$ cat src/rtl/srt_quotient_converter.sv
// On-the-fly conversion of signed-digit SRT quotient digits (MSB first) into a
// binary quotient, with final Q / Q-1 selection driven by the remainder sign.
module srt_quotient_converter #(
    parameter int unsigned PARALLELISM = 32,
    parameter int unsigned CNT_W       = $clog2(PARALLELISM + 1)
) (
    input  logic                   clk,
    input  logic                   rst_n,
    input  logic                   start,
    input  logic                   flush,
    input  logic                   digit_valid,
    input  logic                   sign_sel,
    input  logic                   non0,
    input  logic                   corr_valid,
    input  logic                   corr_use_qm,
    output logic                   busy,
    output logic                   q_valid,
    input  logic                   q_ready,
    output logic [PARALLELISM-1:0] quotient
);

    localparam logic [1:0] IDLE      = 2'd0;
    localparam logic [1:0] CONVERT   = 2'd1;
    localparam logic [1:0] WAIT_CORR = 2'd2;
    localparam logic [1:0] OUTPUT    = 2'd3;

    logic [1:0]             state;
    logic [1:0]             stateNext;
    logic [PARALLELISM-1:0] qReg;
    logic [PARALLELISM-1:0] qmReg;
    logic [PARALLELISM-1:0] qNext;
    logic [PARALLELISM-1:0] qmNext;
    logic [PARALLELISM-1:0] quotNext;
    logic [CNT_W-1:0]       cnt;
    logic [CNT_W-1:0]       cntNext;

    // Next-state and datapath update; QM always tracks Q-1 so no final adder is needed
    always_comb begin
        stateNext = state;
        qNext     = qReg;
        qmNext    = qmReg;
        quotNext  = quotient;
        cntNext   = cnt;

        if (flush) begin
            stateNext = IDLE;
            cntNext   = '0;
        end else begin
            case (state)
                IDLE: begin
                    if (start) begin
                        qNext     = '0;
                        qmNext    = '1;
                        cntNext   = '0;
                        stateNext = CONVERT;
                    end
                end
                CONVERT: begin
                    if (digit_valid) begin
                        if (!non0) begin
                            qNext  = {qReg[PARALLELISM-2:0], 1'b0};
                            qmNext = {qmReg[PARALLELISM-2:0], 1'b1};
                        end else if (!sign_sel) begin
                            qNext  = {qReg[PARALLELISM-2:0], 1'b1};
                            qmNext = {qReg[PARALLELISM-2:0], 1'b0};
                        end else begin
                            qNext  = {qmReg[PARALLELISM-2:0], 1'b1};
                            qmNext = {qmReg[PARALLELISM-2:0], 1'b0};
                        end
                        cntNext = cnt + CNT_W'(1);
                        if (cnt == CNT_W'(PARALLELISM - 1)) begin
                            stateNext = WAIT_CORR;
                        end
                    end
                end
                WAIT_CORR: begin
                    if (corr_valid) begin
                        quotNext  = corr_use_qm ? qmReg : qReg;
                        stateNext = OUTPUT;
                    end
                end
                OUTPUT: begin
                    if (q_ready) begin
                        stateNext = IDLE;
                    end
                end
                default: begin
                    stateNext = IDLE;
                end
            endcase
        end
    end

    // State, datapath and registered status outputs
    always_ff @(posedge clk or negedge rst_n) begin
        if (!rst_n) begin
            state    <= IDLE;
            qReg     <= '0;
            qmReg    <= '0;
            quotient <= '0;
            cnt      <= '0;
            busy     <= 1'b0;
            q_valid  <= 1'b0;
        end else begin
            state    <= stateNext;
            qReg     <= qNext;
            qmReg    <= qmNext;
            quotient <= quotNext;
            cnt      <= cntNext;
            busy     <= (stateNext != IDLE);
            q_valid  <= (stateNext == OUTPUT);
        end
    end

endmodule

$ cat config.mk
export PLATFORM = sky130hd
export DESIGN_NAME = srt_quotient_converter
export DESIGN_NICKNAME = d
export VERILOG_FILES = /design/src/rtl/srt_quotient_converter.sv
export SDC_FILE = /design/constraint.sdc
export NUM_CORES = 1
export LEC_CHECK = 0
export CAP_MARGIN = 5
export CORE_AREA = 5 5 140 156
export DETAILED_ROUTE_END_ITERATION = 7
export DIE_AREA = 0 0 145 161
export SYNTH_ARGS = -nofsm -noshare
export SYNTH_HDL_FRONTEND = slang
export SYNTH_SLANG_ARGS = --single-unit
export TNS_END_PERCENT = 50
$ cat constraint.sdc
create_clock -name clk -period 2.1 [get_ports clk]
set_clock_uncertainty 0.15 [all_clocks]
set_input_delay 0.42 -clock clk [delete_from_list [all_inputs] [get_ports clk]]
set_output_delay 0.42 -clock clk [all_outputs]
set_load 0.05 [all_outputs]
==> qor.log, run 1 <==
INFO  die            dieWidth=145µm
INFO  setup_path     setup.worst_path.end_class=flip-flop
INFO  global_routing grt_antenna_before_repair=0
INFO  timing         setup-tns-final=0ns
INFO  route          wl_per_cell=15.6µm
INFO  place          portBuffers=43
INFO  clock_network  tritoncts=built
INFO  die            boundaryPins=44
INFO  timing         maxClockFrequency=0.561GHz
INFO  flow_run       maximum_capacitance_violations=0
INFO  synth          seq_area_frac_synth=0.539
INFO  cells_and_area antenna_cells=0
INFO  die            starting_density=0.244
INFO  setup_path     critical_path.reg2reg.startpoint=state[0]
INFO  setup_path     cp_data_arrival_time=1.84ns
INFO  synth          postSynthRegisterBits=106
INFO  place          dpl_worst_slack=-0.0336ns
INFO  setup_path     r2r_cells=4
INFO  setup_path     worst_r2r_endpoint=qReg[19]
INFO  clock_network  ctsResizeCount=0
INFO  timing         worst-slew-pin-transition=0.443ns
INFO  cells_and_area final_core_utilization=0.297
INFO  hold_path      hold_path.startpoint=qReg[31]
INFO  synth          synth.avg_cell_area=12.1µm²
INFO  clock_network  cts-root-buf=sky130_fd_sc_hd__clkbuf_16
INFO  outcome        run_status=finished, final reports clean
INFO  pwr            irDropWorstVdd=0.330mV
INFO  timing         layout_setup_ws=0.318ns
INFO  clock_network  cts-root-to-sink-buffers=2
INFO  hold_path      whs_path_depth=1
INFO  die            die_area=23300µm²
INFO  cells_and_area finalNetCount=455
INFO  timing         hold-worst-slack=0.346ns
INFO  global_routing grt_remaining_overflow=0
INFO  global_routing first_global_vias=3511
INFO  hold_path      timing.hold.worst.class=flip-flop to flip-flop
INFO  die            placeableCoreArea=20200µm²
INFO  setup_path     required_time_of_the_critical_path=2.16ns
INFO  hold_path      worstHoldEndpoint=qReg[31]
INFO  global_routing maximum_number_of_pins_on_one_net_before_global_route_repair=65
INFO  route          drcViolationCount=0
INFO  clock_network  cts_post_setup_buffers_inserted=0
INFO  clock_network  insertion_delay=0.34ns
INFO  setup_path     critical_path_peak_fanout=31
INFO  global_routing grt_util_all_layers=0.0961
INFO  route          avgViaCountPerCell=4.71
INFO  route          drt_iter0_drc=156
INFO  route          detail_route.first_pass.iterations=4
INFO  synth          post_synth_instance_area=4920µm²
INFO  setup_path     critPathLaunchType=flip-flop
INFO  setup_path     r2r_setup_slack=0.32ns
INFO  cells_and_area final_layout_size_suffix_gt1_frac=0.167
INFO  synth          netlist-cell-type-count=34
INFO  timing         unrepaired_setup_endpoints_after_global_routing=no
INFO  timing         finalHoldViolations=0
INFO  route          final_antenna_net_count=0
INFO  clock_network  cts.reportedPaths.clkPinSlew=0.07ns
INFO  clock_network  postCtsHoldBufs=1
INFO  synth          post_synth_inst_count=407
INFO  synth          mappedNetlistNets=418
INFO  pwr            pwr_density_cell=813nW/µm²
INFO  clock_network  cts_max_level=3
INFO  clock_network  clock_sink_count=106
INFO  cells_and_area filler_cell_count=2021
INFO  route          via_count=3321
INFO  cells_and_area finish.instance_area=5990µm²
INFO  place          gpl.final_weighted_congestion=0.704
INFO  timing         timing_max_transition_violations_final=0
INFO  pwr            total_leakage_power=2.84nW
INFO  synth          synth.yosys.warnings=0
INFO  place          place_hpwl=7160µm
INFO  cells_and_area synthToLayoutAreaGrowth=21.8%
INFO  setup_path     setup_crit_path_kind=flip-flop to flip-flop
INFO  timing         max-slew-margin-rel=0.705
INFO  route          drt_wl_total=11000µm
INFO  die            chipHeight=161µm
INFO  clock_network  cts_inserted_buffers=9
INFO  timing         finalSetupViolCount=0
INFO  timing         final_min_period_over_clock_period=0.849
INFO  die            fp-row-count=55
INFO  global_routing grt_pass1_wl=18600µm
INFO  place          placedInstanceArea=5700µm²
INFO  timing         final.min_clock_period=1.78ns
-- report_power, final --
| group | switching [W] | internal [W] |
|---|---|---|
| registers | 0.000172 | 0.00222 |
| clock network | 0.000771 | 0.000815 |
| logic | 0.000503 | 0.000395 |
| total | 0.00145 | 0.00343 |
-- registers in the layout, indices dropped and copies added (netlist names) --
name	flops
q_valid	1
qmReg	32
state	2
quotient	32
busy	1
cnt	6
qReg	32
-- kinds of logic after synthesis --
kind of cell             count (synthesis)  synth area share
AO/OA/AOI/OAI                          112             0.168
AND/OR/NAND/NOR                         50            0.0481
adder cells (fa/ha/maj)                  1           0.00254
buffers and inverters                   40            0.0425
multiplexers                            98             0.200
flip-flops                             106             0.539
-- final cells by class --
class	instances	area (µm²)	share of cell area
well taps	256	320	0.0534
inverters	5	18.8	0.00313
clock inverters	7	53.8	0.00898
flip-flops and latches	106	2650	0.443
multi-input cells	261	2100	0.350
clock buffers	9	225	0.0376
repair buffers	61	626	0.104
-- synthesized netlist by cell type --
cell type / n / area, µm²
sky130_fd_sc_hd__nand4_1: 1 / 6.26
sky130_fd_sc_hd__nand4bb_1: 1 / 11.3
sky130_fd_sc_hd__nor4bb_1: 2 / 20.0
sky130_fd_sc_hd__and2_1: 1 / 6.26
sky130_fd_sc_hd__buf_2: 26 / 130
sky130_fd_sc_hd__or3_1: 1 / 6.26
sky130_fd_sc_hd__or4_1: 2 / 15.0
sky130_fd_sc_hd__buf_4: 1 / 7.51
sky130_fd_sc_hd__a21oi_1: 36 / 180
sky130_fd_sc_hd__inv_1: 5 / 18.8
sky130_fd_sc_hd__a41oi_1: 1 / 8.76
sky130_fd_sc_hd__nand2_1: 5 / 18.8
sky130_fd_sc_hd__mux2_2: 1 / 11.3
sky130_fd_sc_hd__a21boi_0: 1 / 7.51
sky130_fd_sc_hd__ha_1: 1 / 12.5
sky130_fd_sc_hd__o31a_1: 1 / 8.76
sky130_fd_sc_hd__mux2i_1: 97 / 971
sky130_fd_sc_hd__o211ai_1: 2 / 15.0
sky130_fd_sc_hd__o21ai_0: 2 / 10.0
sky130_fd_sc_hd__nand3_1: 1 / 5.00
sky130_fd_sc_hd__and3_1: 1 / 6.26
sky130_fd_sc_hd__buf_6: 3 / 33.8
sky130_fd_sc_hd__a31oi_1: 2 / 12.5
sky130_fd_sc_hd__clkbuf_1: 5 / 18.8
sky130_fd_sc_hd__nor2_1: 32 / 120
sky130_fd_sc_hd__o21a_1: 3 / 22.5
sky130_fd_sc_hd__nand2b_1: 1 / 6.26
sky130_fd_sc_hd__dfrtp_1: 106 / 2650
sky130_fd_sc_hd__nor3_2: 1 / 10.0
sky130_fd_sc_hd__o221a_2: 1 / 11.3
sky130_fd_sc_hd__o21bai_1: 1 / 7.51
sky130_fd_sc_hd__o2bb2ai_1: 31 / 272
sky130_fd_sc_hd__a2bb2oi_1: 31 / 272
sky130_fd_sc_hd__nor3_1: 1 / 5.00
-- layout by cell type (no fill, tap or decap), types with 2 or more instances in the layout --
master	count
sky130_fd_sc_hd__dfrtp_1	106
sky130_fd_sc_hd__mux2i_1	97
sky130_fd_sc_hd__buf_4	40
sky130_fd_sc_hd__a21oi_1	36
sky130_fd_sc_hd__nor2_1	32
sky130_fd_sc_hd__o2bb2ai_1	31
sky130_fd_sc_hd__a2bb2oi_1	31
sky130_fd_sc_hd__buf_12	12
sky130_fd_sc_hd__clkbuf_16	9
sky130_fd_sc_hd__clkdlybuf4s50_1	7
sky130_fd_sc_hd__inv_1	5
sky130_fd_sc_hd__nand2_1	5
sky130_fd_sc_hd__o21a_1	3
sky130_fd_sc_hd__a31oi_1	2
sky130_fd_sc_hd__or4_1	2
sky130_fd_sc_hd__o21ai_0	2
sky130_fd_sc_hd__nor4bb_4	2
sky130_fd_sc_hd__o211ai_1	2
sky130_fd_sc_hd__clkinvlp_4	2
sky130_fd_sc_hd__clkinv_2	2
-- stage by stage --
stage / total power (W) / cells
after floorplan: 0.00301 / 407
after global placement: 0.00332 / 688
after detailed placement: 0.00334 / 688
after CTS: 0.00495 / 705
after global routing: 0.00512 / 705
final: 0.00488 / 705
-- worst max path at each step --
stage	from	end	slack, ns	depth (start not counted)
final	state[0]	qReg[19]	0.32	4
after detailed placement	flush	quotient[4]	-0.03	6
after floorplan	state[0]	qReg[10]	0.49	6
after CTS	state[0]	qReg[1]	0.31	4
after global placement	flush	quotient[23]	0.01	6
after global routing	state[0]	qmReg[17]	0.22	5
-- per-layer routing --
metal	up-vias	part of all wire	wire, µm	GRT usage
met5	-	0	0	0
met4	0	0.018	194	0.0390
met3	11	0.033	366	0.0202
met2	41	0.52	5740	0.165
met1	1675	0.43	4680	0.117
li1	1594	-	-	-
-- worst max-delay path: stages, from the launching register on --
cell                        delay [ns]
sky130_fd_sc_hd__dfrtp_1          0.59
sky130_fd_sc_hd__mux2i_1          0.19
sky130_fd_sc_hd__or3_1            0.38
sky130_fd_sc_hd__buf_12           0.19
sky130_fd_sc_hd__o2bb2ai_1        0.14
Power figures use the tool's default switching activity.
==> inputs of run 2 (changes only) <==
==> constraint.sdc (replaced) <==
create_clock -name clk -period 1.45 [get_ports clk]
set_clock_uncertainty 0.15 [all_clocks]
set_input_delay 0.29 -clock clk [delete_from_list [all_inputs] [get_ports clk]]
set_output_delay 0.29 -clock clk [all_outputs]
set_load 0.05 [all_outputs]
==> run 2 against run 1 <==
The flow now finishes with violations (negative setup slack). Largest cell class unchanged. Critical path type unchanged. Largest power group unchanged. Critical path depth grew 2. Register-to-register slack lost 0.57 ns. Maximum frequency grew 4.6%. Sequential power grew 49%. Via count grew 11%. Design area grew 26%. Non-clock buffer count grew 38. Die area is the same. Critical endpoint is now quotient[7]. Combinational power grew 110%.
==> qor.log, run 2 (synthesis results as in run 1) <==
INFO  outcome        run_status=finished with violations
INFO  outcome        failed_checks=negative setup slack
INFO  setup_path     critPathLaunchType=flip-flop
INFO  cells_and_area filler_cell_count=1872 [-7.4%]
INFO  place          gpl.final_weighted_congestion=0.757 [+7.6%]
INFO  timing         maxClockFrequency=0.587GHz [+4.6%]
INFO  die            placeableCoreArea=20200µm² [unchanged]
INFO  route          drcViolationCount=0 [unchanged]
INFO  setup_path     required_time_of_the_critical_path=1.57ns [-0.59 ns]
INFO  timing         finalHoldViolations=0 [unchanged]
INFO  setup_path     critical_path_peak_fanout=8 [-74%]
INFO  flow_run       maximum_capacitance_violations=0 [unchanged]
INFO  cells_and_area final_layout_size_suffix_gt1_frac=0.445 [+0.278]
INFO  clock_network  cts.reportedPaths.clkPinSlew=0.07ns [about the same]
INFO  timing         hold-worst-slack=0.267ns [-0.0790 ns]
INFO  global_routing maximum_number_of_pins_on_one_net_before_global_route_repair=34 [-48%]
INFO  route          via_count=3680 [+11%]
INFO  timing         max-slew-margin-rel=0.730 [+0.0252]
INFO  global_routing grt_antenna_before_repair=0 [unchanged]
INFO  pwr            finalPower=0.00779W [+60%]
INFO  timing         timing_max_transition_violations_final=0 [unchanged]
INFO  timing         unrepaired_setup_endpoints_after_global_routing=yes
INFO  die            chipHeight=161µm [unchanged]
INFO  global_routing grt_pass1_wl=20900µm [+12%]
INFO  cells_and_area finalNetCount=493 [+8.4%]
INFO  pwr            pwr_density_cell=1030nW/µm² [+27%]
INFO  clock_network  cts-root-to-sink-buffers=2 [unchanged]
INFO  die            fp-row-count=55 [unchanged]
INFO  route          detail_route.first_pass.iterations=4 [unchanged]
INFO  die            die_area=23300µm² [unchanged]
INFO  timing         final.min_clock_period=1.70ns [-0.0786 ns]
INFO  cells_and_area antenna_cells=0 [unchanged]
INFO  route          wl_per_cell=19.4µm [+25%]
INFO  clock_network  cts_max_level=3 [unchanged]
INFO  place          portBuffers=43 [unchanged]
INFO  global_routing grt_remaining_overflow=0 [unchanged]
INFO  clock_network  insertion_delay=0.34ns [about the same]
INFO  die            starting_density=0.244 [unchanged]
INFO  route          drt_iter0_drc=227 [+46%]
INFO  cells_and_area layout_commonest_cell=sky130_fd_sc_hd__dfrtp_1
INFO  clock_network  cts_inserted_buffers=9 [unchanged]
INFO  pwr            irDropWorstVdd=0.491mV [+49%]
INFO  place          total_placed_cells_including_tap_cells=704 [+2.3%]
INFO  place          place_hpwl=7640µm [+6.7%]
INFO  clock_network  cts-root-buf=sky130_fd_sc_hd__clkbuf_16
INFO  route          drt_wl_total=14400µm [+31%]
INFO  cells_and_area reg_top3=qReg x32, qmReg x32, quotient x32
INFO  cells_and_area synthToLayoutAreaGrowth=53.2%
INFO  cells_and_area layout.cells.most_common_list=sky130_fd_sc_hd__dfrtp_1 (103), sky130_fd_sc_hd__mux2i_1 (94), sky130_fd_sc_hd__buf_12 (50), sky130_fd_sc_hd__a2bb2oi_2 (31), sky130_fd_sc_hd__a21oi_2 (23)
INFO  clock_network  clock_sink_count=106 [unchanged]
INFO  pwr            total_leakage_power=3.31nW [+17%]
INFO  timing         layout_setup_ws=-0.254ns [-0.571 ns]
INFO  die            boundaryPins=44 [unchanged]
INFO  setup_path     setup_crit_path_kind=flip-flop to flip-flop
INFO  clock_network  tritoncts=built
INFO  global_routing first_global_vias=3862 [+10%]
INFO  setup_path     setup.worst_path.end_class=flip-flop
INFO  timing         final_min_period_over_clock_period=1.17 [+0.326]
INFO  die            dieWidth=145µm [unchanged]
INFO  timing         finalSetupViolCount=102 [+102]
INFO  route          avgViaCountPerCell=4.97 [+5.4%]
INFO  setup_path     cp_data_arrival_time=1.82ns [-0.02 ns]
INFO  global_routing grt_util_all_layers=0.109 [+0.0125]
INFO  hold_path      timing.hold.worst.class=input port to async pin
INFO  cells_and_area final_cell_count_no_fill=741 [+5.1%]
INFO  timing         worst-slew-pin-transition=0.405ns [-0.0379 ns]
INFO  route          final_antenna_net_count=0 [unchanged]
run 2: changes by cell type in the layout (fill, tap and decap cells not counted), moves of 10 or more:
| cell | delta |
|---|---|
| sky130_fd_sc_hd__buf_12 | +38 |
| sky130_fd_sc_hd__a2bb2oi_2 | +31 |
| sky130_fd_sc_hd__a2bb2oi_1 | -31 |
| sky130_fd_sc_hd__nor2_1 | -28 |
| sky130_fd_sc_hd__a21oi_2 | +23 |
| sky130_fd_sc_hd__o2bb2ai_1 | -11 |
| sky130_fd_sc_hd__a21oi_1 | -23 |
| sky130_fd_sc_hd__nor2_2 | +18 |
| sky130_fd_sc_hd__nor2_4 | +10 |
| sky130_fd_sc_hd__buf_4 | -20 |
run 2: power breakdown:
part / switching (W) / internal (W)
sequential: 0.000336 / 0.00322
combinational: 0.000894 / 0.000978
clock: 0.00105 / 0.00132
run 2: what timing repair did:
item                                    4_1_cts  5_1_grt
hold buffers                                  1        0
pin swaps                                     2       13
endpoints found under the hold margin        19        0
gates resized for setup                      16      122
endpoints found under the setup margin      103      105
gates cloned                                  3        9
setup buffers                                 5        6
run 2: area by class of cell:
| cell class | count | area, µm² | share of cell area |
|---|---|---|---|
| Clock inverter | 3 | 42.5 | 0.00565 |
| Inverter | 5 | 18.8 | 0.00249 |
| Timing Repair Buffer | 99 | 1620 | 0.215 |
| Tap cell | 256 | 320 | 0.0425 |
| Multi-Input combinational cell | 261 | 2650 | 0.351 |
| Clock buffer | 11 | 233 | 0.0309 |
| Sequential cell | 106 | 2660 | 0.352 |
run 2: layer usage:
metal	track usage	share of wire
met1	0.132	0.42
met2	0.189	0.53
met3	0.0213	0.034
met4	0.0415	0.014
met5	0	0
run 2: worst max-delay path, stage by stage, from the launching register on:
cell                        delay [ns]
sky130_fd_sc_hd__dfrtp_1          0.42
sky130_fd_sc_hd__buf_6            0.15
sky130_fd_sc_hd__nor4bb_4         0.34
sky130_fd_sc_hd__buf_6            0.21
sky130_fd_sc_hd__clkbuf_16        0.20
sky130_fd_sc_hd__nor2_2           0.04
sky130_fd_sc_hd__a21oi_1          0.12
run 2: final timing paths:
path / depth (start not counted) / startpoint / slack, ns / to
setup / recovery: 6 / state[0] / -0.25 / quotient[7]
max in group asynchronous: 3 / rst_n / 0.39 / qmReg[26]
hold / removal: 2 / rst_n / 0.27 / busy
min in group clk: 3 / flush / 0.29 / q_valid
setup reg to reg: 6 / state[0] / -0.25 / quotient[7]
hold reg to reg: 1 / qReg[31] / 0.35 / qReg[31]
run 2: stage by stage:
step                       util  setup TNS (ns)  setup slack [ns]  cell area [µm²]
after floorplan               -           -6.49            -0.153             4960
after global placement    0.312          -44.93            -0.483             6290
after detailed placement  0.312          -47.24            -0.514             6290
after CTS                 0.334          -11.58            -0.195             6740
after global routing      0.374          -23.91            -0.332             7540
final                     0.374          -17.32            -0.254             7540
==> inputs of run 3 (changes only) <==
--- a/config.mk
+++ b/config.mk
@@ -9,6 +9,7 @@
 export CORE_AREA = 5 5 140 156
 export DETAILED_ROUTE_END_ITERATION = 7
 export DIE_AREA = 0 0 145 161
+export SLEW_MARGIN = 20
 export SYNTH_ARGS = -nofsm -noshare
 export SYNTH_HDL_FRONTEND = slang
 export SYNTH_SLANG_ARGS = --single-unit
==> results of run 3 <==
Final layout, timing and power as in run 2 (identical DEF).
==> patch 1 (settings of run 2) <==
Compare `cnt` against `CNT_W'(PARALLELISM - 1)` with >= in place of ==.
--- a/src/rtl/srt_quotient_converter.sv
+++ b/src/rtl/srt_quotient_converter.sv
@@ -69,5 +69,5 @@
                         end
                         cntNext = cnt + CNT_W'(1);
-                        if (cnt == CNT_W'(PARALLELISM - 1)) begin
+                        if (cnt >= CNT_W'(PARALLELISM - 1)) begin
                             stateNext = WAIT_CORR;
                         end
Formal check against the unedited RTL: same outputs for any inputs over 10 cycles, from zero or initial values and one cycle with rst_n low; that may be too few to reach the edited logic, so the function may still have changed.
==> patch 1 against run 2 <==
The run still ends with setup timing left. Cell area is 9.6% lower. Routed wire length shrank 17%. Sequential cell count did not move. Total power shrank 12%. Via count fell by 6.1%. Die area stayed put. Clock power grew 3%. Sequential power decreased by 5%. Worst setup slack improved by 110 ps. Combinational power is 44% lower. Area after synthesis hardly changed. First-iteration DRC count fell by 20%. Core utilization is 3.6 points lower.
==> patch 1: results (changes against run 2) <==
| Group | Result | Reported | Change |
| --- | --- | --- | --- |
| finish | Share of post-route cells with drive strength above 1 | 0.249 | -0.196 |
| yosys | Post-synthesis share of cell area spent on xor and xnor gates | 0.00178 | +0.00178 |
| placement | Placer Congestion | 0.724 | -4.4% |
| timing | Final number of setup-violating endpoints | 97 | -4.9% |
| critical path | Crit path max-delay cell type | dfrtp_1 |  |
| global route | Tot GR Track Use | 0.0967 | -0.0119 |
| timing | Normalized max-slew margin | 0.774 | +0.0436 |
| yosys | Portion of the post-synthesis area used by sequential elements | 0.539 | about the same |
| critical path | Data arrival at the endpoint of the critical path | 1710 ps | -110 ps |
| placement | Worst setup slack before clock tree synthesis | -474 ps | +40.2 ps |
| yosys | Share of synthesized registers carrying an async set or reset | 1.00 | unchanged |
| global route | Antenna violations before repair | 0 | unchanged |
| route | Top Metal Used | met4 |  |
| clocking | H-tree depth | 3 | unchanged |
| yosys | Post-Synth Adder-Cell Area | 0.00254 | about the same |
| yosys | Compound-Gate Fraction of Synth Area | 0.166 | -0.00165 |
| worst hold path | Worst hold path class | input pin to register |  |
| placement | Placed wire-length estimate | 7500 µm | -1.8% |
| route | 1st-iter DRT viols | 182 | -20% |
| power | Leakage power summed over all cells | 3.14 nW | -5.4% |
| yosys | Synth top area cells | dfrtp_1, mux2i_1, a2bb2oi_1 |  |
| yosys | Mux share of post-synthesis cell area | 0.199 | about the same |
| critical path | Peak per-stage delay on the critical path | 420 ps | about the same |
| placement | Post-place instance area | 0.00618 mm² | -1.7% |
| route | Total length of routed met2 wires | 6070 µm | -20% |
| global route | Via count of the first global-routing pass | 3630 | -6.0% |
| yosys | Number of warnings printed during yosys synthesis | 0 | unchanged |
| placement | Total of buffers placed on input and output ports | 43 | unchanged |
| yosys | Ranking of synthesized cells by instance count | dfrtp_1, mux2i_1, a21oi_1 |  |
| global route | Pin count of the biggest net entering global routing | 47 | +38% |
| route | Met3 Wirelength | 457 µm | -5.4% |
| route | Via/cell ratio | 4.77 | -4.0% |
| yosys | Synth cell types | 35 | +2.9% |
| critical path | Depth of the worst register-to-register path | 6 | unchanged |
| global route | Wire length of the first global-routing pass | 18900 µm | -9.7% |
| power | Worst voltage drop across the vdd grid | 642 µV | +31% |
| critical path | Crit-path max FO | 16 | +8 |
| run | Max-Cap Viols | 0 | unchanged |
| finish | Diode count | 0 | unchanged |
| finish | Filler Cells Inserted | 1977 | +5.6% |
| finish | Net count of the finished layout | 476 | -3.4% |
| yosys | Post-Syn Nets | 418 | unchanged |
| route | Mean routed wirelength per cell | 16.5 µm | -15% |
| critical path | CP delay by family, top | buffers and inverters |  |
| timing | Crit path setup slack, layout | -143 ps | +111 ps |
| route | M1 WL | 5280 µm | -14% |
| run status | Result of the run | complete, but fails checks |  |
| worst hold path | Critical hold path startpoint | flush |  |
| run status | Violations in the final reports | setup timing |  |
| clocking | Clock Latency Late Sink | 340 ps | about the same |
| critical path | R2r endpoint | qmReg[1] |  |
| clocking | Maximum clock path buffer count | 2 | unchanged |
patch 1: cell types whose count changed in the layout (fill, tap and decap cells not counted), moves of 4 or more:
| cell | run 2 | this run |
|---|---|---|
| nor2_2 | 18 | 0 |
| a21oi_2 | 23 | 3 |
| buf_12 | 50 | 44 |
| a21oi_1 | 13 | 32 |
| clkbuf_16 | 17 | 13 |
| buf_6 | 9 | 4 |
| a2bb2oi_1 | 0 | 24 |
| nor2_1 | 4 | 32 |
| a2bb2oi_2 | 31 | 8 |
| nor2_4 | 10 | 0 |
patch 1: what timing repair did:
action / in CTS / in global routing
setup endpoints to repair: 98 / 103
setup buffers: 2 / 1
resized for setup: 19 / 20
hold buffers: 1 / 0
gates cloned: 1 / 4
pin swaps: 1 / 1
endpoints found under the hold margin: 19 / 0
patch 1: worst reg2reg max path, delay by kind of cell (launching register included):
kind	cells	cell delay, ps
buf+inv	3	500
mux	1	170
simple gates	1	110
flops	1	420
compound gates	1	170
patch 1: area by class of cell:
| cell class | count | area, µm² | share of cell area |
|---|---|---|---|
| well taps | 256 | 320 | 0.0470 |
| flip-flops and latches | 106 | 2650 | 0.390 |
| multi-input cells | 261 | 2220 | 0.325 |
| repair buffers | 82 | 1310 | 0.193 |
| inverters | 5 | 18.8 | 0.00275 |
| clock buffers | 9 | 225 | 0.0331 |
| clock inverters | 6 | 66.3 | 0.00973 |
patch 1: cell families (layout without fill, tap and decap cells):
| group | count (synthesis) | after routing |
|---|---|---|
| mux | 98 | 98 |
| xor+xnor | 1 | 1 |
| compound gates | 111 | 111 |
| simple gates | 50 | 50 |
| fa+ha+maj | 1 | 1 |
| flops | 106 | 106 |
| buf+inv | 40 | 102 |
patch 1: through the flow:
stage          cells  setup TNS [ps]  hold WS [ps]
6_report         725          -10510           186
4_1_cts          720           -7350           244
3_3_place_gp     701          -41380          63.0
5_1_grt          725          -15700           223
2_1_floorplan    407           -5360          -156
3_5_place_dp     701          -43710          69.4
patch 1: worst min path at each step:
stage / endpoint / slack [ps] / depth (start not counted)
2_1_floorplan: busy / -160 / 0
3_3_place_gp: quotient[1] / 60 / 1
3_5_place_dp: quotient[1] / 70 / 1
4_1_cts: qReg[25] / 240 / 2
5_1_grt: state[0] / 220 / 3
6_report: state[0] / 190 / 3
patch 1: routing by layer:
layer,up-vias,GRT usage
met5,-,0
met4,0,0.0372
met3,12,0.0210
met2,55,0.164
met1,1760,0.121
li1,1629,-
patch 1: report_power, final:
part | leakage (nW) | switching, W | internal (W)
logic | 1.67 | 0.000490 | 0.000557
registers | 1.32 | 0.000225 | 0.00315
clock network | 0.146 | 0.00110 | 0.00134
==> patch 2 (flow settings as in run 2) <==
Without the edit above. `PARALLELISM`: 32 -> 64.
--- a/src/rtl/srt_quotient_converter.sv
+++ b/src/rtl/srt_quotient_converter.sv
@@ -2,5 +2,5 @@
 // binary quotient, with final Q / Q-1 selection driven by the remainder sign.
 module srt_quotient_converter #(
-    parameter int unsigned PARALLELISM = 32,
+    parameter int unsigned PARALLELISM = 64,
     parameter int unsigned CNT_W       = $clog2(PARALLELISM + 1)
 ) (
Interface: changed (resized quotient); port bits go from 44 to 76. No check against the original RTL was run, so the function may have changed too.
==> patch 2 against run 2 <==
Area after synthesis increased by 91%. Sequential share of layout area rose by 3.4 points. Synthesized cell count rose by 87%. Total power is 81% higher. Via count increased by 80%. Die area stayed put. Worst setup slack got worse by 27 ps. Sequential cell count is 97 higher. Cell area increased by 74%. Routed wire length increased by 60%. The run still ends with setup timing left.
==> patch 2: results (changes against run 2) <==
| Group | Result | Reported | Change |
| --- | --- | --- | --- |
| placement | Total of buffers placed on input and output ports | 75 | +74% |
| clocking | Total CTS buffers | 22 | +13 |
| critical path | Endpoint of the most critical setup path | qReg[58] |  |
| route | Via count of the routed design | 6625 | +80% |
| power | Worst voltage drop across the vdd grid | 864 µV | +76% |
| timing | Crit path setup slack, layout | -281 ps | -27.2 ps |
| timing | Final number of setup-violating endpoints | 269 | +160% |
| route | Met3 Wirelength | 862 µm | +78% |
| clocking | Maximum clock path buffer count | 3 | +1 |
| yosys | Synthesized netlist cell count | 762 | +87% |
| route | Mean routed wirelength per cell | 20.3 µm | +4.3% |
| global route | Via count of the first global-routing pass | 7073 | +83% |
| critical path | Crit-path max FO | 12 | +4 |
| global route | Global-route met3 utilization | 0.0309 | +0.00954 |
| critical path | Data arrival at the endpoint of the critical path | 1960 ps | +140 ps |
| route | Total length of routed met2 wires | 11100 µm | +47% |
| placement | Placer Congestion | 0.828 | +9.4% |
| run status | Violations in the final reports | setup timing |  |
| yosys | Post-Syn Nets | 773 | +85% |
| placement | DP Cell Count | 1082 | +54% |
| yosys | Synth cell types | 38 | +12% |
| global route | Global-route track usage on met2 | 0.303 | +0.114 |
| critical path | Crit path max-delay cell type | or3_4 |  |
| clocking | Clock Latency Late Sink | 500 ps | +160 ps |
| route | Routed wire length | 23100 µm | +60% |
| critical path | Depth of the worst register-to-register path | 4 | -2 |
| run status | Result of the run | complete, but fails checks |  |
| timing | Worst Tran Pin Value | 321 ps | -84.3 ps |
| route | 1st-iter DRT viols | 395 | +74% |
| placement | Worst setup slack before clock tree synthesis | -615 ps | -101 ps |
| route | M1 WL | 10700 µm | +75% |
| placement | Placed wire-length estimate | 13200 µm | +73% |
| finish | Largest registers ranked by flip-flop count | qReg x64, qmReg x64, quotient x64 |  |
| power | Leakage power summed over all cells | 6.13 nW | +85% |
| finish | Share of post-route cells with drive strength above 1 | 0.287 | -0.158 |
| global route | Wire length of the first global-routing pass | 37400 µm | +79% |
| critical path | Peak per-stage delay on the critical path | 520 ps | +100 ps |
| yosys | Portion of the post-synthesis area used by sequential elements | 0.541 | +0.00188 |
| global route | Met1 Use GR | 0.266 | +0.134 |
| clocking | H-tree depth | 1 | -2 |
| yosys | Synth top area cells | dfrtp_1, mux2i_1, o2bb2ai_1 |  |
| timing | Final worst hold slack | 90.8 ps | -176 ps |
| yosys | Ranking of synthesized cells by instance count | dfrtp_1, mux2i_1, a21oi_1, nor2_1, o2bb2ai_1 |  |
| global route | Pin count of the biggest net entering global routing | 54 | +59% |
## patch 2: cell count changes after synthesis, sizes merged, moves of 26 or more
cell	change
nor2	+34
o2bb2ai	+32
a21oi	+30
mux2i	+95
a2bb2oi	+33
buf	+26
dfrtp	+97
## patch 2: timing repair
action,4_1_cts,5_1_grt
pin swaps,13,5
setup buffers,4,2
gates resized for setup,43,52
hold buffers,1,0
endpoints found under the setup margin,269,269
endpoints found under the hold margin,203,0
gates cloned,5,9
## patch 2: logic make-up (layout without fill, tap and decap cells)
group	after synthesis	after routing	synth area share
flip-flops	203	203	0.541
AND/OR/NAND/NOR	88	88	0.0418
buffers and inverters	69	191	0.0433
AO/OA/AOI/OAI	207	207	0.165
XOR/XNOR	1	1	0.000933
multiplexers	193	193	0.206
adder cells (fa/ha/maj)	1	1	0.00133
## patch 2: final cells by class
cell class,count,share of cell area
Clock inverter,4,0.00391
Tap cell,256,0.0244
Clock buffer,34,0.0508
Sequential cell,203,0.387
Multi-Input combinational cell,490,0.340
Timing Repair Buffer,148,0.193
Inverter,5,0.00143
## patch 2: power groups by stage
stage / logic, W / clock network [W] / registers, W
6_report: 0.00206 / 0.00559 / 0.00647
5_1_grt: 0.00222 / 0.00592 / 0.00652
4_1_cts: 0.00184 / 0.00570 / 0.00642
3_5_place_dp: 0.00165 / 0 / 0.00650
3_3_place_gp: 0.00161 / 0 / 0.00648
2_1_floorplan: 0.00115 / 0 / 0.00640
## patch 2: stage by stage
step           instance area [µm²]  TNS, ps  power [W]
6_report                     13100   -44550     0.0141
3_5_place_dp                 11500  -100580    0.00815
5_1_grt                      13100   -61040     0.0147
4_1_cts                      12600   -40810     0.0140
3_3_place_gp                 11500   -93710    0.00809
2_1_floorplan                 9410   -20980    0.00756
